**src/rtl/cube_edge_sched.sv**
```systemverilog
// Cube wireframe edge scheduler: walks a fixed 9-edge table over 7 programmable
// vertices, hands each edge to a line engine and waits for its completion.
//
// state | meaning
// IDLE  | waiting for frame_start, vertex writes accepted
// LOAD  | latch endpoints of edge_idx from the vertex registers
// START | pulse eng_start, clear the wait counter
// WAIT  | wait for eng_done or the wait counter to reach TIMEOUT
// NEXT  | advance to the next edge or finish the pass
// DONE  | pulse frame_done, back to IDLE
module cube_edge_sched #(
    parameter int NUM_EDGES = 9,
    parameter int TIMEOUT   = 4095
) (
    input  logic        clk_i,
    input  logic        rst_n_i,
    input  logic        frame_start_i,
    input  logic        cfg_we_i,
    input  logic [2:0]  cfg_addr_i,
    input  logic [20:0] cfg_data_i,
    input  logic        eng_done_i,
    output logic        eng_start_o,
    output logic [10:0] eng_x0_o,
    output logic [10:0] eng_x1_o,
    output logic [9:0]  eng_y0_o,
    output logic [9:0]  eng_y1_o,
    output logic [3:0]  edge_idx_o,
    output logic        busy_o,
    output logic        frame_done_o,
    output logic        overrun_o,
    output logic        timeout_err_o,
    output logic        cfg_err_o
);

    localparam logic [2:0] S_IDLE  = 3'd0;
    localparam logic [2:0] S_LOAD  = 3'd1;
    localparam logic [2:0] S_START = 3'd2;
    localparam logic [2:0] S_WAIT  = 3'd3;
    localparam logic [2:0] S_NEXT  = 3'd4;
    localparam logic [2:0] S_DONE  = 3'd5;

    localparam logic [3:0]  LAST_EDGE   = 4'(NUM_EDGES - 1);
    localparam logic [11:0] TIMEOUT_CNT = 12'(TIMEOUT);

    logic [2:0]  state_q, state_d;
    logic [3:0]  edge_idx_q, edge_idx_d;
    logic [11:0] wait_cnt_q, wait_cnt_d;
    logic [10:0] eng_x0_q, eng_x0_d, eng_x1_q, eng_x1_d;
    logic [9:0]  eng_y0_q, eng_y0_d, eng_y1_q, eng_y1_d;
    logic        eng_start_q, eng_start_d;
    logic        busy_q, busy_d;
    logic        frame_done_q, frame_done_d;
    logic        overrun_q, overrun_d;
    logic        timeout_err_q, timeout_err_d;
    logic        cfg_err_q, cfg_err_d;
    logic [20:0] vert_q [7];
    logic [2:0]  sv, ev;

    always_comb begin
        sv = 3'd0;
        ev = 3'd1;
        case (edge_idx_q)
            4'd0: begin sv = 3'd0; ev = 3'd1; end
            4'd1: begin sv = 3'd1; ev = 3'd2; end
            4'd2: begin sv = 3'd2; ev = 3'd3; end
            4'd3: begin sv = 3'd3; ev = 3'd4; end
            4'd4: begin sv = 3'd5; ev = 3'd4; end
            4'd5: begin sv = 3'd0; ev = 3'd5; end
            4'd6: begin sv = 3'd0; ev = 3'd6; end
            4'd7: begin sv = 3'd6; ev = 3'd4; end
            4'd8: begin sv = 3'd6; ev = 3'd2; end
            default: begin sv = 3'd0; ev = 3'd1; end
        endcase
    end

    always_comb begin
        state_d       = state_q;
        edge_idx_d    = edge_idx_q;
        wait_cnt_d    = wait_cnt_q;
        eng_x0_d      = eng_x0_q;
        eng_y0_d      = eng_y0_q;
        eng_x1_d      = eng_x1_q;
        eng_y1_d      = eng_y1_q;
        eng_start_d   = 1'b0;
        frame_done_d  = 1'b0;
        timeout_err_d = 1'b0;
        overrun_d     = frame_start_i && (state_q != S_IDLE);
        cfg_err_d     = cfg_we_i && ((state_q != S_IDLE) || (cfg_addr_i == 3'd7));
        case (state_q)
            S_IDLE: begin
                if (frame_start_i) begin
                    state_d    = S_LOAD;
                    edge_idx_d = 4'd0;
                end
            end
            S_LOAD: begin
                eng_x0_d = vert_q[sv][20:10];
                eng_y0_d = vert_q[sv][9:0];
                eng_x1_d = vert_q[ev][20:10];
                eng_y1_d = vert_q[ev][9:0];
                state_d  = S_START;
            end
            S_START: begin
                eng_start_d = 1'b1;
                wait_cnt_d  = 12'd0;
                state_d     = S_WAIT;
            end
            S_WAIT: begin
                // completion wins over a timeout landing in the same cycle
                if (eng_done_i) begin
                    state_d = S_NEXT;
                end else if (wait_cnt_q == TIMEOUT_CNT) begin
                    timeout_err_d = 1'b1;
                    state_d       = S_NEXT;
                end else begin
                    wait_cnt_d = wait_cnt_q + 12'd1;
                end
            end
            S_NEXT: begin
                if (edge_idx_q == LAST_EDGE) begin
                    state_d = S_DONE;
                end else begin
                    edge_idx_d = edge_idx_q + 4'd1;
                    state_d    = S_LOAD;
                end
            end
            S_DONE: begin
                frame_done_d = 1'b1;
                state_d      = S_IDLE;
            end
            default: state_d = S_IDLE;
        endcase
        busy_d = (state_d != S_IDLE);
    end

    always_ff @(posedge clk_i or negedge rst_n_i) begin
        if (!rst_n_i) begin
            state_q       <= S_IDLE;
            edge_idx_q    <= 4'd0;
            wait_cnt_q    <= 12'd0;
            eng_x0_q      <= 11'd0;
            eng_y0_q      <= 10'd0;
            eng_x1_q      <= 11'd0;
            eng_y1_q      <= 10'd0;
            eng_start_q   <= 1'b0;
            busy_q        <= 1'b0;
            frame_done_q  <= 1'b0;
            overrun_q     <= 1'b0;
            timeout_err_q <= 1'b0;
            cfg_err_q     <= 1'b0;
        end else begin
            state_q       <= state_d;
            edge_idx_q    <= edge_idx_d;
            wait_cnt_q    <= wait_cnt_d;
            eng_x0_q      <= eng_x0_d;
            eng_y0_q      <= eng_y0_d;
            eng_x1_q      <= eng_x1_d;
            eng_y1_q      <= eng_y1_d;
            eng_start_q   <= eng_start_d;
            busy_q        <= busy_d;
            frame_done_q  <= frame_done_d;
            overrun_q     <= overrun_d;
            timeout_err_q <= timeout_err_d;
            cfg_err_q     <= cfg_err_d;
        end
    end

    // Vertex registers reset to the default cube outline
    always_ff @(posedge clk_i or negedge rst_n_i) begin
        if (!rst_n_i) begin
            vert_q[0] <= {11'd400, 10'd300};
            vert_q[1] <= {11'd520, 10'd300};
            vert_q[2] <= {11'd570, 10'd390};
            vert_q[3] <= {11'd520, 10'd480};
            vert_q[4] <= {11'd400, 10'd480};
            vert_q[5] <= {11'd350, 10'd390};
            vert_q[6] <= {11'd450, 10'd390};
        end else if (cfg_we_i && (state_q == S_IDLE) && (cfg_addr_i != 3'd7)) begin
            vert_q[cfg_addr_i] <= cfg_data_i;
        end
    end

    assign eng_start_o   = eng_start_q;
    assign eng_x0_o      = eng_x0_q;
    assign eng_y0_o      = eng_y0_q;
    assign eng_x1_o      = eng_x1_q;
    assign eng_y1_o      = eng_y1_q;
    assign edge_idx_o    = edge_idx_q;
    assign busy_o        = busy_q;
    assign frame_done_o  = frame_done_q;
    assign overrun_o     = overrun_q;
    assign timeout_err_o = timeout_err_q;
    assign cfg_err_o     = cfg_err_q;

endmodule
```
**config.mk**
```make
export PLATFORM = sky130hd
export DESIGN_NAME = cube_edge_sched
export DESIGN_NICKNAME = d
export VERILOG_FILES = /design/src/rtl/cube_edge_sched.sv
export SDC_FILE = /design/constraint.sdc
export NUM_CORES = 1
export LEC_CHECK = 0
export CAP_MARGIN = 20
export CORE_MARGIN = 2
export CORE_UTILIZATION = 38
export CTS_CLUSTER_SIZE = 30
export DETAILED_ROUTE_END_ITERATION = 8
export HOLD_SLACK_MARGIN = 0.1
export SLEW_MARGIN = 20
export SYNTH_ARGS = -nofsm -noshare
export SYNTH_HDL_FRONTEND = slang
export SYNTH_SLANG_ARGS = --single-unit
```
**constraint.sdc**
```tcl
create_clock -name clk_i -period 2.9 [get_ports clk_i]
set_clock_uncertainty 0.2 [all_clocks]
set_input_delay 0.725 -clock clk_i [delete_from_list [all_inputs] [get_ports clk_i]]
set_output_delay 0.725 -clock clk_i [all_outputs]
set_load 0.02 [all_outputs]
```
; Word-level counts from Yosys, hierarchy flattened
; Memory sizes are Yosys's and may differ from the RTL's.
; Cells that the tools add are included.
; Widths: inputs -> output; s select.
[totals]
reg_bits = 214
word_cells = 81
memories = 1
rom_bits = 96
output_inout_bits = 52
inputBits = 29
[memory_table]
columns = memory, words, word_bits, read_ports, rd_ports_with_merged_regs, write_ports, line
row1 = (name not given), 16, 6, 1, 0, 0, 62  ; case (edge_idx_q)
[classes]
n_eq_ne = 13
bitwise = 3
magnitude_cmp = 4
n_reduce_logical = 13
muxes = 25
addsub = 2
[ops]
columns = operator, n
row1 = $bwmux 147, 1
row2 = $bmux 21 s3, 2
row3 = $mux 21, 5
row4 = $demux 21 s3, 1
row5 = $mux 12, 2
row6 = $pmux 12 s2, 1
row7 = $pmux 3 s5, 1
row8 = $add 12x1->12 const B, 1
row9 = $eq 12x12->1 const B, 1
row10 = $ge 4x4->1 const B, 3
row11 = $mux 3, 4
row12 = $not 3->4, 3
row13 = $eq 3x3->1 const B, 3
row14 = $mux 4, 2
row15 = $ne 2x2->1 const B, 4
row16 = $pmux 4 s2, 1
row17 = $eq 3x2->1 const B, 2
row18 = $reduce_and 3->1, 2
row19 = $reduce_bool 3->1, 2
row20 = $logic_and 1x1->1, 5
row21 = $mux 1, 5
row22 = $add 4x1->4 const B, 1
row23 = $eq 4x4->1 const B, 1
row24 = $lt 4x1->1 const B, 1
row25 = other kinds (5), 6

; Logic depth before layout (Yosys ltp)
[depth]
ltp_word = 6
mapped_depth = 9
depth_no_buf = 8

; Least setup slack after synthesis
; OpenSTA, ideal clock, no wires.
[synth_timing]
path_kind = register -> register
start = register edge_idx_q[0], in the netlist edge_idx_o[0]
end = register eng_x1_q[0], in the netlist eng_x1_o[0]
stages_incl_launch_ff = 9
arrival_ps = 2191
t_required_ps = 2558
setup_ps = 142
slack_ps = 367
period_less_slack_ps = 2533
path_buffers = 1
path_cell_list = dfrtp_1 inv_1 ha_1 mux2i_1 mux2i_1 buf_2 mux2_2 a221oi_1 a211oi_1
[synth_between]
elab_chain_len = 5
[synth_lines]
columns = element, line
row1 = from (decl), 46  ; logic [3:0] edge_idx_q, edge_idx_d;
row2 = from (signal assigned), 153  ; edge_idx_q <= edge_idx_d;
row3 = $mem_v2 16x6, n/a
row4 = $not 3->4 (implied by the code), 99  ; eng_x1_d = vert_q[ev][20:10];
row5 = $bmux 21 s3, 99
row6 = $mux 21 (2 in series), n/a
row7 = to (signal assigned), 157  ; eng_x1_q <= eng_x1_d;
row8 = to (decl), 48  ; logic [10:0] eng_x0_q, eng_x0_d, eng_x1_q, eng_x1_d;
; Every way passes these cells. The select of a mux whose other input is x is not followed.
; A chain may end at the register's enable or synchronous reset.

; Worst setup path after layout
[layout_timing]
start = register edge_idx_q[2], in the netlist edge_idx_o[2]
end = output port edge_idx_o[2]
[layout_rtl]
columns = element, line
row1 = to (decl), 27  ; output logic [3:0] edge_idx_o,
; No word-level cell between the ends.

==> results.ini <==
[sta]
min_period_over_period_pct = 95.3
setup_viol = 0
clock.fmax_ghz = 0.362
grt_setup_unrepaired = no
maxSlewViolCount = 0
hold_viol = 0
max_slew.worst_pin.slew_ns = 1.11
layout_min_cycle_time_ns = 2.76
fin_tns_setup_ns = 0
relSlewSlack_pct = 25.5

[drt]
drtAntennaViolNets = 0
via_per_inst = 5.57
drt-initial-drc-count = 460
vias = 7751
wl_per_cell_um = 20.5
drt_first_pass_iters = 5
drc = 0
wl_um = 28600

[placement]
place_hpwl_um = 17600
io_buffers = 80
dpl_cell_area_um2 = 12400
gp_congestion = 0.762

[global_route]
antenna_found_initial = 0
grt_pass1_wl_um = 46100
grt_usage_pct = 19.2
gr-total-overflow = 0
first_global_vias = 7896
grt_max_degree = 65

[critical_path]
worstSetupPathType = reg2out
cp_cell_sequence = clkdlybuf4s50_1
crit_family = buffers and inverters
path_buf_inv = 1
r2r_slack_ns = 0.20
arrival_ns = 1.84
slowest_stage = clkdlybuf4s50_1
cp_slowest_stage_delay_ns = 0.69
critPathMaxFanout = 14
cp_data_required_time_ns = 1.98
end_kind = output pin
startpoint_type = flip-flop

[clocking]
clock_path_buffers = 3
cts_resized = 0
htree_levels = 1
cts_tree = built
clk_latency_ns = 0.52
cts_num_sinks = 214
root_buffer = clkbuf_16
post_cts_buffers = 0
clk_pin_slew_worst_paths_ns = 0.06
cts_buffers = 25

[die]
io_pins = 81
start_util_pct = 38.3
die_w_um = 173
core_area_um2 = 28500
die_h_um = 173
die_area_um2 = 30100
row_count = 62

[synthesis]
ys.flop_type = dfrtp_1
seq_area_frac_synth_pct = 49.7
synth_area_per_cell_um2 = 12.1
synthesis.nets = 939
ys_seq_elements = 214
syn_area_um2 = 10900
synth_edf_count = 0
synth_cell_types = 52
synthArstFlopShare_pct = 100
yosys_warnings = 0
syn_inst = 904

[layout]
num_antenna_cells = 0
final_core_utilization_pct = 46.6
seq_area_um2 = 5420
nets = 1023
drive_gt1_share_pct = 36.5
fill_cells = 2648
finalInstanceArea_um2 = 13300
final_cell_mix = 192 x mux2_2, 161 x dfrtp_1, 98 x nand2_1, 79 x clkdlybuf4s50_1, 60 x nor2_1
syn_to_final_growth_pct = 21.6
multiInputGateArea_um2 = 5160
layout_commonest_cell = mux2_2

[flow_run]
cap_violations = 0

[pwr]
switching_share_pct = 35.1
p_comb_share_pct = 40.5
seq_power_share_pct = 37.7
powerDensity_nw_per_um2 = 1140
p_int_uw = 9860
ir_worst_vdd_mv = 0.475
clock_power_share_pct = 21.8
power_leakage_uw = 0.00538
total_power_uw = 15200
p_switching_uw = 5330

[min_path]
hold_class = reg2reg

[status]
outcome = finished clean

[layer usage]
metal  global-route usage (%)  share of wire [%]  vias to the layer above
met5                        0                  0                        -
met4                     5.40                2.5                        0
met3                     2.65                4.3                       52
met2                     31.0                 47                      177
met1                     27.2                 46                     3969
li1                         -                  -                     3553
[final timing paths]
check | from | endpoint | depth (start not counted)
worst min register to register | vert_q[20] | vert_q[20] | 1
max in group asynchronous | rst_n_i | vert_q[34] | 3
worst max-delay path | edge_idx_o[2] | edge_idx_o[2] | 1
min in group asynchronous | rst_n_i | eng_y0_o[0] | 2
worst min-delay path | vert_q[20] | vert_q[20] | 1
worst max register to register | edge_idx_o[0] | eng_y0_o[8] | 8
[area by class of cell]
| class | instances | share of cell area [%] |
|---|---|---|
| Inverter | 6 | 0.170 |
| Tap cell | 384 | 3.62 |
| Clock buffer | 33 | 5.24 |
| Multi-Input combinational cell | 618 | 38.8 |
| Sequential cell | 214 | 40.8 |
| Clock inverter | 13 | 1.36 |
| Timing Repair Buffer | 123 | 9.93 |
[cells by family after synthesis]
group	share of synthesized area (%)
multiplexers	24.1
AND/OR/NAND/NOR	9.75
flip-flops	49.7
AO/OA/AOI/OAI	11.5
buffers and inverters	3.56
XOR/XNOR	0.722
adder cells (fa/ha/maj)	0.688
[per-stage QoR]
| stage | worst slack (ns) | hold slack [ns] | instances |
|---|---|---|---|
| after global placement | 0.0653 | 0.303 | 1344 |
| after detailed placement | 0.0180 | 0.314 | 1344 |
| after global routing | 0.0320 | 0.348 | 1391 |
| after floorplan | 0.367 | 0.229 | 904 |
| after CTS | 0.107 | 0.329 | 1391 |
| final | 0.136 | 0.331 | 1391 |
[flip-flops by register name (all words and copies together) (netlist names)]
name           cells
cfg_err_o          1
timeout_err_o      1
eng_x0_o          11
vert_q           147
eng_x1_o          11
overrun_o          1
frame_done_o       1
edge_idx_o         4
eng_start_o        1
state_q            3
wait_cnt_q        12
busy_o             1
eng_y0_o          10
eng_y1_o          10
[synth_stat cells (all sizes together) (6+ instances only)]
cell type / number / area (µm²)
a221oi: 42 / 368
inv: 6 / 22.5
nand4: 6 / 37.5
xnor2: 6 / 52.6
nand2: 98 / 368
and3: 25 / 156
clkbuf: 27 / 101
nor2: 62 / 233
mux2: 192 / 2160
a32o: 21 / 210
dfrtp: 161 / 4030
a211oi: 21 / 158
a2111oi: 21 / 315
dfstp: 53 / 1390
ha: 6 / 75.1
buf: 39 / 265
mux2i: 47 / 470
a21oi: 8 / 40.0
[power groups by stage]
stage                     clock network (µW)  logic [µW]  registers, µW
after global placement                     0        6090           5690
after floorplan                            0        3880           5860
after detailed placement                   0        6150           5740
after CTS                               3410        6200           5700
final                                   3310        6150           5720
after global routing                    3540        6670           5920
[what timing repair did]
action,4_1_cts,5_1_grt
hold buffers,1,0
endpoints found under the setup margin,0,0
hold endpoints to repair,39,0
(Power assumes the default switching activity.)
==> patch 1, RTL diff (same settings) <==
Make the reset (`rst_n_i`) synchronous in 2 clocked blocks.
--- a/src/rtl/cube_edge_sched.sv
+++ b/src/rtl/cube_edge_sched.sv
@@ -134,5 +134,5 @@
     end
 
-    always_ff @(posedge clk_i or negedge rst_n_i) begin
+    always_ff @(posedge clk_i) begin
         if (!rst_n_i) begin
             state_q       <= S_IDLE;
@@ -167,5 +167,5 @@
 
     // Vertex registers reset to the default cube outline
-    always_ff @(posedge clk_i or negedge rst_n_i) begin
+    always_ff @(posedge clk_i) begin
         if (!rst_n_i) begin
             vert_q[0] <= {11'd400, 10'd300};
Behaviour: differs if rst_n_i is asserted again (counterexample within 4 cycles, from zero or initial values and one cycle with rst_n_i low); with rst_n_i held inactive, the same outputs for 4 cycles.
==> patch 1 against the original RTL <==
Sequential cell count is 27 higher; cell count hardly changed; worst setup slack improved by 0.14 ns; synthesized area up 3.5%; count of clock-buffer cells in the layout up 2; final area up 3.7%; critical path depth is the same; global-route usage is 0.87 points lower; routed wire length is 1.4% lower.
Power is not compared: it rests on default switching activity, and its combinational part moved more than twofold at a synthesized area within 25%.
==> patch 1: results (changes against the original RTL) <==
* Post-DP HPWL at 17600 um (-0.24%)
* Commonest cells in the netlist: edfxtp_1, dfxtp_1, mux4_2, nor2_1, nand2_1
* R2R setup slack at 0.36 ns (+0.16 ns)
* # placed instances at 1342 (-0.15%)
* Synth cell types at 49 (-5.8%)
* Fillers at 2683 (+1.3%)
* Critical Path Source: edge_idx_o[3]$_SDFFE_PN0N_
* Largest net degree at the start of global routing at 85 (+31%)
* Met3 GRT Util at 2.67% (+0.017 points)
* Final Net Count at 1017 (-0.59%)
* Status: complete, no violations
* Post-synth EDFFs at 147 (+147)
* Main synth FF type: edfxtp_1
* DRT iter0 DRCs at 680 (+48%)
* Place WS at 0.0285 ns (+0.0105 ns)
* Area after DPL at 0.0129 sq mm (+4.1%)
* Hold path cells at 2 (+1)
* Minimum clock period at 2.62 ns (-0.141 ns)
* Vias in the first global route at 7399 (-6.3%)
* Final WL at 28200 um (-1.4%)
* Synth async-reset ratio at 0% (-100 points)
* Crit-path max FO at 7 (-7)
* Wire per inst at 20.2 um (-1.5%)
* GRT met1 Usage at 25.2% (-2.0 points)
* Multi-input logic area at 0.00470 sq mm (-8.8%)
* Worst r2r path cells at 9 (+1)
* Worst Hold Path EP: vert_q[6][17]$_SDFFE_PN1P_
* Synth Area in XOR/XNOR at 0.775% (+0.053 points)
patch 1: power groups by stage:
| stage | clock (mW) | combinational, mW | sequential, mW |
|---|---|---|---|
| 6_report | 3.36 | 0.774 | 3.88 |
| 5_1_grt | 3.58 | 0.838 | 3.89 |
| 2_1_floorplan | 0 | 0.316 | 4.02 |
| 3_3_place_gp | 0 | 0.777 | 3.94 |
| 4_1_cts | 3.44 | 0.785 | 3.88 |
| 3_5_place_dp | 0 | 0.780 | 3.95 |
patch 1: final cells by class:
type / count / share of cell area, %
Clock buffer: 35 / 5.27
Clock inverter: 15 / 1.06
Inverter: 28 / 0.763
Multi-Input combinational cell: 559 / 34.2
Sequential cell: 241 / 45.8
Tap cell: 390 / 3.54
Timing Repair Buffer: 124 / 9.45
patch 1: per-layer routing:
metal  wire, um  up-vias
li1           -     3441
met1      12300     3684
met2      13600      217
met3       1520       48
met4        731        0
met5          0        -
==> patch 2, RTL diff (same settings) <==
Without the edit above. Set the parameter `NUM_EDGES` to 6 (it was 9).
--- a/src/rtl/cube_edge_sched.sv
+++ b/src/rtl/cube_edge_sched.sv
@@ -10,5 +10,5 @@
 // DONE  | pulse frame_done, back to IDLE
 module cube_edge_sched #(
-    parameter int NUM_EDGES = 9,
+    parameter int NUM_EDGES = 6,
     parameter int TIMEOUT   = 4095
 ) (
Formal check against the unedited RTL: no difference found for any inputs over 4 cycles, from zero or initial values and one cycle with rst_n_i low; that may be too few to reach the edited logic, so the function may still have changed.
==> patch 2 against the original RTL <==
Sequential cell count stayed put; utilization is 0.41 points higher; power increased by 1.4%; synthesized area about the same; final area up 0.89%; routed wire length up 3.0%; worst setup slack gained 0.055 ns; critical path type is now flip-flop to flip-flop; largest power group unchanged.
==> patch 2: results (changes against the original RTL) <==
* Largest net degree at the start of global routing at 57 (-12%)
* Worst r2r path cells at 9 (+1)
* Slew margin rel. at 44.4% (+19 points)
* Hold_ws at 0.312 ns (-0.0188 ns)
* Minimum clock period at 2.71 ns (-0.0553 ns)
* Synth async-reset ratio at 100% (unchanged)
* Ratio of cells with drive above 1 in the final layout at 36.0% (-0.52 points)
* Max IR drop VDD at 0.643 mV (+35%)
* Hold path startpoint: vert_q[57]$_DFFE_PN0P_
* Mean Syn Cell Area at 12.4 sq um (+3.1%)
* Post-synthesis mux area share at 25.6% (+1.5 points)
* Wire per inst at 21.2 um (+3.3%)
* Drt pass-1 iters at 6 (+1)
* Synth Area in Compound Gates at 11.0% (-0.46 points)
* Post-DP HPWL at 18700 um (+6.2%)
* Logic power comb at 6.43 mW (+4.6%)
* Gr usage total at 19.5% (+0.24 points)
* Final Net Count at 1019 (-0.39%)
* Area after DPL at 0.0125 sq mm (+1.0%)
* Vias in the first global route at 7837 (-0.75%)
* Via density at 5.53 (-0.68%)
* CP endpoint kind: flip-flop
* Sw Pwr at 5.54 mW (+4.0%)
* Gpl congestion at 0.775 (+1.7%)
* Leak Pwr at 5.51 nW (+2.4%)
* Net Count, Synth at 913 (-2.8%)
* Adder-Cell Fraction of Synth Area at 0.687% (about the same)
* First-pass GRT wire length at 46300 um (+0.43%)
* Worst Hold Path EP: vert_q[57]$_DFFE_PN0P_
* Status: complete, no violations
* # placed instances at 1340 (-0.30%)
* Data arrival, critical path at 2.87 ns (+1.03 ns)
* Synth Area in XOR/XNOR at 0.721% (about the same)
* DRT iter0 DRCs at 524 (+14%)
* Commonest cells in the netlist: mux2_2, dfrtp_1, nand2_1, mux2i_1, dfstp_2
* Place WS at -0.180 ns (-0.198 ns)
* Sw Ratio at 36.0% (+0.90 points)
* Startpoint types: flip-flop
* Worst r2r dst: eng_y0_o[4]$_DFFE_PN0P_
* Sequential share of the synthesized area at 49.6% (about the same)
* Cell Count, Final, Fillers Out at 1386 (-0.36%)
* Top post-synthesis cells by area: dfrtp_1, mux2_2, dfstp_2
## patch 2: cell count changes after synthesis, sizes merged, moves of 6 or more
cell / before / now
a21oi: 8 / 27
mux2i: 47 / 66
a211oi: 21 / 1
a221o: 0 / 21
buf: 39 / 33
nand2: 98 / 77
nor2: 62 / 41
a32o: 21 / 0
## patch 2: final cells by class
class	count	area (sq um)
clock buffers	33	696
clock inverters	12	171
fillers	2605	15100
inverters	6	22.5
multi-input cells	594	5160
flip-flops and latches	214	5420
well taps	384	480
repair buffers	143	1440
## patch 2: critical path: stages, from the launching register on
cell and delay [ns]:
dfrtp_1 0.38, inv_1 0.10, ha_1 0.22, buf_4 0.14, mux2i_1 0.12, o21ai_4 0.21
buf_4 0.24, mux2_2 0.35, a221oi_1 0.49, a2111oi_2 0.10
## patch 2: metal layers
layer / wire length (um) / GRT usage [%]
met2: 13600 / 31.3
met3: 1220 / 2.57
met4: 810 / 5.39
met5: 0 / 0
met1: 13800 / 27.8
